`src/rtl/store_split_unit.sv`:
```
// Store-path unit: turns one store request into one or two word-aligned
// DMEM write beats, splitting stores that straddle a word boundary.
module store_split_unit #(
  parameter int unsigned XLEN   = 32,
  parameter int unsigned ADDR_W = 32,
  parameter int unsigned CNT_W  = 16
) (
  input  logic                clk,
  input  logic                rst_n,
  input  logic                req_valid,
  output logic                req_ready,
  input  logic [2:0]          req_funct3,
  input  logic [ADDR_W-1:0]   req_addr,
  input  logic [XLEN-1:0]     req_wdata,
  output logic                mem_valid,
  input  logic                mem_ready,
  output logic [ADDR_W-1:0]   mem_addr,
  output logic [XLEN/8-1:0]   mem_wmask,
  output logic [XLEN-1:0]     mem_wdata,
  output logic                size_err,
  output logic [CNT_W-1:0]    split_count
);

  localparam int unsigned NB    = XLEN / 8;
  localparam int unsigned OFF_W = $clog2(NB);

  typedef enum logic [1:0] {
    S_IDLE  = 2'd0,
    S_BEAT0 = 2'd1,
    S_BEAT1 = 2'd2
  } state_t;

  state_t              state_q, state_d;
  logic                mem_valid_q, mem_valid_d;
  logic [ADDR_W-1:0]   mem_addr_q, mem_addr_d;
  logic [NB-1:0]       mem_wmask_q, mem_wmask_d;
  logic [XLEN-1:0]     mem_wdata_q, mem_wdata_d;
  logic [ADDR_W-1:0]   hi_addr_q, hi_addr_d;
  logic [NB-1:0]       hi_wmask_q, hi_wmask_d;
  logic [XLEN-1:0]     hi_wdata_q, hi_wdata_d;
  logic                size_err_q, size_err_d;
  logic [CNT_W-1:0]    split_count_q, split_count_d;

  logic [OFF_W-1:0]    off;
  int unsigned         nbytes;
  logic                size_ok;
  logic [2*NB-1:0]     base_mask, wide_mask;
  logic [2*XLEN-1:0]   wide_shift, wide_data;
  logic [ADDR_W-1:0]   lo_addr;

  // Both beats are computed over a double-width window; the upper half is beat 1.
  always_comb begin
    off     = req_addr[OFF_W-1:0];
    nbytes  = 32'd1 << req_funct3[1:0];
    size_ok = !req_funct3[2] && ((req_funct3[1:0] != 2'd3) || (XLEN == 64));
    base_mask = '0;
    for (int unsigned i = 0; i < 2*NB; i++) begin
      if (i < nbytes) base_mask[i] = 1'b1;
    end
    wide_mask  = base_mask << off;
    wide_shift = {{XLEN{1'b0}}, req_wdata} << {off, 3'b000};
    wide_data  = '0;
    for (int unsigned i = 0; i < 2*NB; i++) begin
      if (wide_mask[i]) wide_data[8*i +: 8] = wide_shift[8*i +: 8];
    end
    lo_addr = {req_addr[ADDR_W-1:OFF_W], {OFF_W{1'b0}}};
  end

  always_comb begin
    state_d       = state_q;
    mem_valid_d   = mem_valid_q;
    mem_addr_d    = mem_addr_q;
    mem_wmask_d   = mem_wmask_q;
    mem_wdata_d   = mem_wdata_q;
    hi_addr_d     = hi_addr_q;
    hi_wmask_d    = hi_wmask_q;
    hi_wdata_d    = hi_wdata_q;
    size_err_d    = 1'b0;
    split_count_d = split_count_q;

    unique case (state_q)
      S_IDLE: begin
        if (req_valid) begin
          if (size_ok) begin
            state_d     = S_BEAT0;
            mem_valid_d = 1'b1;
            mem_addr_d  = lo_addr;
            mem_wmask_d = wide_mask[NB-1:0];
            mem_wdata_d = wide_data[XLEN-1:0];
            hi_addr_d   = lo_addr + ADDR_W'(NB);
            hi_wmask_d  = wide_mask[2*NB-1:NB];
            hi_wdata_d  = wide_data[2*XLEN-1:XLEN];
          end else begin
            size_err_d = 1'b1;
          end
        end
      end
      S_BEAT0: begin
        if (mem_ready) begin
          if (hi_wmask_q != '0) begin
            state_d     = S_BEAT1;
            mem_addr_d  = hi_addr_q;
            mem_wmask_d = hi_wmask_q;
            mem_wdata_d = hi_wdata_q;
            if (split_count_q != '1) split_count_d = split_count_q + CNT_W'(1);
          end else begin
            state_d     = S_IDLE;
            mem_valid_d = 1'b0;
            mem_addr_d  = '0;
            mem_wmask_d = '0;
            mem_wdata_d = '0;
          end
        end
      end
      S_BEAT1: begin
        if (mem_ready) begin
          state_d     = S_IDLE;
          mem_valid_d = 1'b0;
          mem_addr_d  = '0;
          mem_wmask_d = '0;
          mem_wdata_d = '0;
        end
      end
      default: begin
        state_d     = S_IDLE;
        mem_valid_d = 1'b0;
      end
    endcase
  end

  always_ff @(posedge clk) begin
    if (!rst_n) begin
      state_q       <= S_IDLE;
      mem_valid_q   <= 1'b0;
      mem_addr_q    <= '0;
      mem_wmask_q   <= '0;
      mem_wdata_q   <= '0;
      hi_addr_q     <= '0;
      hi_wmask_q    <= '0;
      hi_wdata_q    <= '0;
      size_err_q    <= 1'b0;
      split_count_q <= '0;
    end else begin
      state_q       <= state_d;
      mem_valid_q   <= mem_valid_d;
      mem_addr_q    <= mem_addr_d;
      mem_wmask_q   <= mem_wmask_d;
      mem_wdata_q   <= mem_wdata_d;
      hi_addr_q     <= hi_addr_d;
      hi_wmask_q    <= hi_wmask_d;
      hi_wdata_q    <= hi_wdata_d;
      size_err_q    <= size_err_d;
      split_count_q <= split_count_d;
    end
  end

  assign req_ready   = (state_q == S_IDLE);
  assign mem_valid   = mem_valid_q;
  assign mem_addr    = mem_addr_q;
  assign mem_wmask   = mem_wmask_q;
  assign mem_wdata   = mem_wdata_q;
  assign size_err    = size_err_q;
  assign split_count = split_count_q;

endmodule

```
`config.mk`:
```
export PLATFORM = sky130hd
export DESIGN_NAME = store_split_unit
export DESIGN_NICKNAME = d
export VERILOG_FILES = /design/src/rtl/store_split_unit.sv
export SDC_FILE = /design/constraint.sdc
export NUM_CORES = 1
export LEC_CHECK = 0
export ABC_CLOCK_PERIOD_IN_PS = 1880
export BUFFER_PORTS_ARGS = -buffer_cell sky130_fd_sc_hd__buf_2
export CORE_ASPECT_RATIO = 1.1
export CORE_MARGIN = 5
export CORE_UTILIZATION = 32
export CTS_BUF_LIST = sky130_fd_sc_hd__clkbuf_4
export CTS_CLUSTER_DIAMETER = 30
export DETAILED_ROUTE_END_ITERATION = 7
export GPL_TIMING_DRIVEN = 0
export HOLD_SLACK_MARGIN = 0.12
export PLACE_DENSITY = 0.58
export RECOVER_POWER = 25
export SYNTH_ARGS = -nofsm -noshare
export SYNTH_HDL_FRONTEND = slang
export SYNTH_SLANG_ARGS = --single-unit
```
`constraint.sdc`:
```
create_clock -name clk -period 1.88 [get_ports clk]
set_clock_uncertainty 0.15 [all_clocks]
set_input_delay 0.094 -clock clk [delete_from_list [all_inputs] [get_ports clk]]
set_output_delay 0.094 -clock clk [all_outputs]
set_load 0.1 [all_outputs]
```
==> qor.yml, run 1 <==
syn_area_per_cell_sq_um: 8.860
rsz0062_at_grt: "true"
synthTopCellsByArea: "dfxtp_1 42%, nor2_1 5.1%, a221o_1 4.1%, o211a_1 4.1%, a221oi_1 3.3%"
path_max_fanout: 6
power_leakage_nw: 4.412
dp.cells: 1219
cts.sinks: 144
vias: 7363
synth_compound_area_frac: 0.2511
clk_path_buf_depth: 2
async_flop_share: 0
start_util: 0.3238
critPathKind: "input port to register"
ys_seq_area_frac: 0.4193
pre_cts_ws_ps: -775.7
synth_top_area_share: 0.4193
cts_tree: "built"
synth_top_family_by_area: "compound AO/OA/AOI/OAI gates"
antenna_found_initial: 1
period_share: 1.108
outcome: "finished with violations"
finalWeightedCongestion: 0.8910
yosysMostFrequentCell: "dfxtp_1"
fp.dieArea_sq_um: 24520
min_path_type: "input port to register"
die_h_microns: 163.7
seq_power_share: 0.402
hold_ws_ps: 204.1
met2_usage: 0.3391
grt_pass1_vias: 7213
area_growth_pct: 51.45
root_buffer: "clkbuf_4"
path_clk_slew_ps: 130
slew_violations: 0
core_sq_um: 21230
drive_above_1_share: 0.3424
cts_made_buffers: 17
pwr-share-clk: 0.249
muxShareOfSynthArea: 0.05823
violations: "setup timing"
cellInternalPower_mw: 5.028
met1_usage: 0.2676
synth-edff-count: 0
synthCells: 776
dr.pass1.iters: 5
p_per_area_nw_per_um2: 801.6
p_sw_mw: 3.318
share_comb_of_total_power: 0.348
grt_overflow: 0
drt_iter0_drc: 557
critPathArrivalTime_ps: 2370
avgRoutedWirePerCell_microns: 18.88
grtUsageTotal: 0.2069
grt_start_max_net_pins: 17
htreeDepth: 4
start_kind: "input port"
finalHoldViolations: 0
max_slew.worst_pin.slew_ps: 876.9
synth-xor-area-share: 0.04331
end_kind: "register"
placed_cell_area_sq_um: 8135
grt_most_used_layer: "met2"
ys_ff_latch: 144
fin_total_pwr_mw: 8.346
finalNonFillerCells: 1363
synth_cell_types: 53
yosys.area_share.adder: 0.01092
die_x_microns: 149.8
insertion_delay_ps: 560
setup_ws_ps: -203.2
io_buffers: 152
drc_errors: 0
met3_usage: 0.04332
ant_nets: 0
hpwl_mm: 17.78
maxSlewHeadroom: 0.4154
cap_violations: 0
boundaryPins: 158
required_ps: 2170
grt_pass1_wl_mm: 39.58
final_nets: 1137
max_freq_mhz: 480.0
rows: 56
setup_viol: 72
synth_common_cells: "144 x dfxtp_1, 94 x nor2_1, 47 x nand2_1, 44 x a21oi_1, 41 x nor3_1"
wirelength_mm: 25.74
min_period_ps: 2083
power_switching_share: 0.3975
synth_top_cell_by_area: "dfxtp_1"
yosys_warnings: 0
synth-simple-area-share: 0.1687
final_area_sq_um: 10410
post_drt_via_cell_ratio: 5.402
synth_ff_type: "dfxtp_1"
irDropWorstVdd_v: 0.0005638
synth_area_sq_um: 6875
[repair_timing]
action                                  4_1_cts  5_1_grt
setup buffers                                17        9
gates cloned                                  4        0
gates resized for setup                     115       66
hold endpoints to repair                    138        0
hold buffers                                 86        0
pin swaps                                    26       17
endpoints found under the setup margin      123      133
[worst max-delay path, cell delays in order]
cell	delay, ps
buf_2	140
dlygate4sd3_1	660
a21oi_4	270
nand2_2	140
a211o_1	340
buf_6	150
buf_8	140
buf_12	140
a221oi_4	210
nor3_2	60
[cells in the final DEF, fill, tap and decap left out, types with 12 or more instances in the layout]
cell type and instances:
nand3_1 17, dfxtp_1 126, o21ai_0 39, buf_6 12, nor3_1 33, dfxtp_4 17
o211a_1 28, clkbuf_1 18, a211oi_1 13, nand4_1 18, buf_2 125, nand2_1 46
nor2_1 89, a21oi_1 34, xor2_1 25, mux2i_1 22, clkbuf_4 24, dlygate4sd3_1 86
a22oi_1 16, a221oi_2 15, buf_4 21, mux2_2 16, a221o_1 28, clkbuf_2 41
[registers in the layout (all words and copies together) (netlist names)]
register / flops
hi_addr_q: 30
hi_wdata_q: 24
hi_wmask_q: 4
mem_addr: 30
mem_valid: 1
mem_wdata: 32
mem_wmask: 4
size_err: 1
split_count: 16
state_q: 2
[power by group through the flow]
stage               combinational, mW  clock, mW  sequential, mW
global route                     3.04       2.27            3.38
floorplan                       0.748          0            4.49
finish                           2.91       2.08            3.36
detailed placement               2.39          0            3.42
CTS                              2.82       2.14            3.35
global placement                 2.38          0            3.42
[logic make-up after synthesis]
group,after synthesis
simple gates,251
compound gates,228
flops,144
buf+inv,74
mux,38
xor+xnor,34
fa+ha+maj,6
other cells,1
[metal layers]
metal,up-vias,routed length (microns)
met2,287,12200
met1,3533,10950
li1,3486,-
met3,57,1787
met5,-,0
met4,0,792
[metrics by stage]
stage / util / TNS [ps]
after floorplan: - / -4297
after global placement: 0.3832 / -34400
after detailed placement: 0.3832 / -35890
after CTS: 0.4756 / -10860
after global routing: 0.4905 / -13230
final: 0.4905 / -8826
[worst paths after layout]
check | start | endpoint | slack (ps) | cells after the start
setup / recovery | req_funct3[0] | mem_wdata[8] | -200 | 10
hold / removal | req_wdata[30] | hi_wdata_q[22] | 200 | 4
setup reg to reg | state_q[0] | mem_wdata[8] | -150 | 8
hold reg to reg | hi_addr_q[3] | hi_addr_q[3] | 320 | 2
[area by class of cell]
class | count | area [sq um]
Fill cell | 1991 | 10820
Multi-Input combinational cell | 559 | 4332
Sequential cell | 144 | 2948
Timing Repair Buffer | 267 | 1986
Buffer | 62 | 459.2
Tap cell | 290 | 362.8
Clock inverter | 12 | 143.9
Clock buffer | 19 | 142.6
Inverter | 9 | 36.28
Antenna cell | 1 | 2.502
Note: power is estimated with default switching activity, not from simulation.
==> run 2: changes to the inputs <==
--- a/config.mk
+++ b/config.mk
@@ -5,17 +5,18 @@
 export SDC_FILE = /design/constraint.sdc
 export NUM_CORES = 1
 export LEC_CHECK = 0
+export ABC_AREA = 1
 export ABC_CLOCK_PERIOD_IN_PS = 1880
 export BUFFER_PORTS_ARGS = -buffer_cell sky130_fd_sc_hd__buf_2
 export CORE_ASPECT_RATIO = 1.1
-export CORE_MARGIN = 5
+export CORE_MARGIN = 3
 export CORE_UTILIZATION = 32
 export CTS_BUF_LIST = sky130_fd_sc_hd__clkbuf_4
 export CTS_CLUSTER_DIAMETER = 30
 export DETAILED_ROUTE_END_ITERATION = 7
 export GPL_TIMING_DRIVEN = 0
 export HOLD_SLACK_MARGIN = 0.12
-export PLACE_DENSITY = 0.58
+export PLACE_DENSITY = 0.57
 export RECOVER_POWER = 25
 export SYNTH_ARGS = -nofsm -noshare
 export SYNTH_HDL_FRONTEND = slang
==> run 2 against run 1 <==
Against the previous run:
- the run now ends clean
- clock power increased by 10%
- count of clock-buffer cells in the layout grew 1
- fmax up 11%
- synthesized cell count increased by 58%
- sequential cell count stayed put
- critical path type is now register to register
- highest routed layer unchanged
==> qor.yml, run 2 <==
ys_ff_latch: 144
critPathArrivalTime_ps: 2220
start_util: 0.3290
grt_pass1_vias: 8974
maxSlewHeadroom: 0.4995
start_kind: "register"
r2r_end: "mem_wdata[31]"
synth_top_area_share: 0.3653
r2r_slack_ps: 0.9
area_growth_pct: 48.08
critPathKind: "register to register"
die_h_microns: 170.7
synth_ff_type: "dfxtp_1"
fp.dieArea_sq_um: 26590
met1Wirelength_mm: 13.30
setup_ws_ps: 0.9157
drt_iter0_drc: 732
synth-edff-count: 0
largest_register_ff_count: 32
rows: 59
final_cell_mix: "248 x nand2_1, 145 x o21ai_0, 131 x dlygate4sd3_1"
end_kind: "register"
drc_errors: 0
ant_nets: 0
yosys_warnings: 0
synthTopCellsByArea: "dfxtp_1 37%, nand2_1 12%, o21ai_0 10%, nor2_1 9.0%, nand3_1 6.8%"
die_x_microns: 155.7
grtUsageTotal: 0.2317
yosysMostFrequentCell: "nand2_1"
min_path_type: "input port to register"
min_period_ps: 1879
outcome: "completed"
required_ps: 2220
period_share: 0.9995
cap_violations: 0
irDropWorstVdd_v: 0.0008807
io_buffers: 155
grt_start_max_net_pins: 17
r2r-start: "state_q[0]"
synth_cell_types: 37
synth_common_cells: "261 x nand2_1, 190 x nor2_1, 161 x o21ai_0, 144 x dfxtp_1, 120 x inv_1"
cts.sinks: 144
rsz0062_at_grt: "true"
synthCells: 1229
finalHoldViolations: 0
routed.top_layer: "met4"
path_delay_family: "buffers and inverters"
setup_viol: 0
wl_met2_mm: 14.98
hold_depth: 9
vias: 9517
p_per_area_nw_per_um2: 1019
power_leakage_nw: 5.143
ys_seq_area_frac: 0.3653
final_nets: 1636
path_common_cell: "buf_12"
antenna_found_initial: 1
hpwl_mm: 22.32
path_cells: "buf_12 -> ha_4 -> o21ai_4 -> nand3_4 -> nor2_8 -> buf_12 -> buf_8 -> buf_6 -> nand3_2 -> a21oi_2"
boundaryPins: 158
post_drt_via_cell_ratio: 5.068
max_slew.worst_pin.slew_ps: 750.8
finalNonFillerCells: 1878
wirelength_mm: 31.72
path_max_fanout: 5
pre_cts_ws_ps: -638.0
root_buffer: "clkbuf_4"
htreeDepth: 4
hold-path-endpoint: "hi_addr_q[25]"
core_sq_um: 23990
crit_slowest_cell: "dfxtp_4"
routed-wl-met3_mm: 2.218
avgRoutedWirePerCell_microns: 16.89
r2r_cells: 10
grt_pass1_wl_mm: 48.55
syn_area_per_cell_sq_um: 6.422
cts_tree: "built"
drive_above_1_share: 0.2774
insertion_delay_ps: 570
path_clk_slew_ps: 120
final_common_cell: "nand2_1"
crit_buf_inv: 4
finalWeightedCongestion: 0.9296
max_freq_mhz: 532.2
async_flop_share: 0
dp.cells: 1690
slew_violations: 0
min_from: "req_addr[11]"
synth_area_sq_um: 7893
synth_top_cell_by_area: "dfxtp_1"
slowest_delay_ps: 380
cts_made_buffers: 17
clk_path_buf_depth: 2
dr.pass1.iters: 7
grt_overflow: 0
==> run 2: cell count changes after synthesis, sizes merged, moves of 22 or more <==
cell and delta:
o21ai +127, inv +118, a221o -28, nor2 +105
o211a -28, nand3 +87, mux2i -22, nand2 +227
a21oi +38, nor3 -40, a221oi -26
==> run 2: metrics by stage <==
stage	setup TNS (ps)	hold WS, ps	power [mW]	util	area, sq um
global route	-1661	139.3	12.43	0.4871	11690
global placement	-28690	248.0	8.595	0.3793	9101
CTS	-14.02	-194.2	11.60	0.4696	11270
detailed placement	-30850	250.2	8.618	0.3793	9101
finish	0	97.38	11.91	0.4871	11690
floorplan	0	33.96	7.508	-	7944
==> run 2: final cells by class <==
type | instances | area, sq um
clock buffers | 20 | 150.1
diodes | 1 | 2.502
clock inverters | 12 | 165.2
plain buffers | 62 | 469.2
inverters | 127 | 494.2
fillers | 2456 | 12300
flip-flops and latches | 144 | 2918
well taps | 305 | 381.6
repair buffers | 310 | 2382
multi-input cells | 897 | 4725
==> run 2: per-layer routing <==
layer	vias to the layer above	track usage
met4	0	0.07834
met2	420	0.3972
met5	-	0
met3	82	0.03719
li1	4639	-
met1	4376	0.2969
==> run 2: kinds of logic (layout without fill, tap and decap cells) <==
| family | after synthesis | after routing | share of synthesized area |
|---|---|---|---|
| AND/OR/NAND/NOR | 604 | 606 | 0.3296 |
| AO/OA/AOI/OAI | 272 | 272 | 0.1817 |
| buffers and inverters | 191 | 531 | 0.1013 |
| flip-flops | 144 | 144 | 0.3652 |
| XOR/XNOR | 11 | 11 | 0.01221 |
| adder cells (fa/ha/maj) | 6 | 6 | 0.009511 |
| other | 1 | 3 | 0.0004751 |
==> run 2: power breakdown <==
part / internal (mW) / switching, mW
clock: 1.09 / 1.20
combinational: 1.56 / 4.40
sequential: 3.46 / 0.201
total: 6.11 / 5.80
==> run 2: worst max-delay path by stage <==
stage / slack [ps] / end / cells past startpoint / from
detailed placement: -640 / mem_addr[9] / 10 / state_q[0]
global placement: -630 / mem_addr[9] / 10 / state_q[1]
floorplan: 10 / split_count[13] / 7 / split_count[10]
finish: 0.9 / mem_wdata[31] / 10 / state_q[0]
CTS: -7 / mem_wdata[31] / 10 / state_q[0]
global route: -70 / mem_wdata[12] / 10 / state_q[0]
==> run 2: timing repair <==
item                       4_1_cts  5_1_grt
hold endpoints to repair       142        1
setup endpoints to repair      126      125
hold buffers                   135        1
setup buffers                   17        3
cloned                           2        2
resized for setup               85      152
pin swaps                        9       21
==> run 2: tightest hold or removal path, stage by stage <==
cell and delay, ps:
buf_2 140, nand2_1 80, nor2_1 80, nand2_1 100, nor2_2 50, nand3_1 60
nand3_1 80, nand2_1 60, inv_1 30
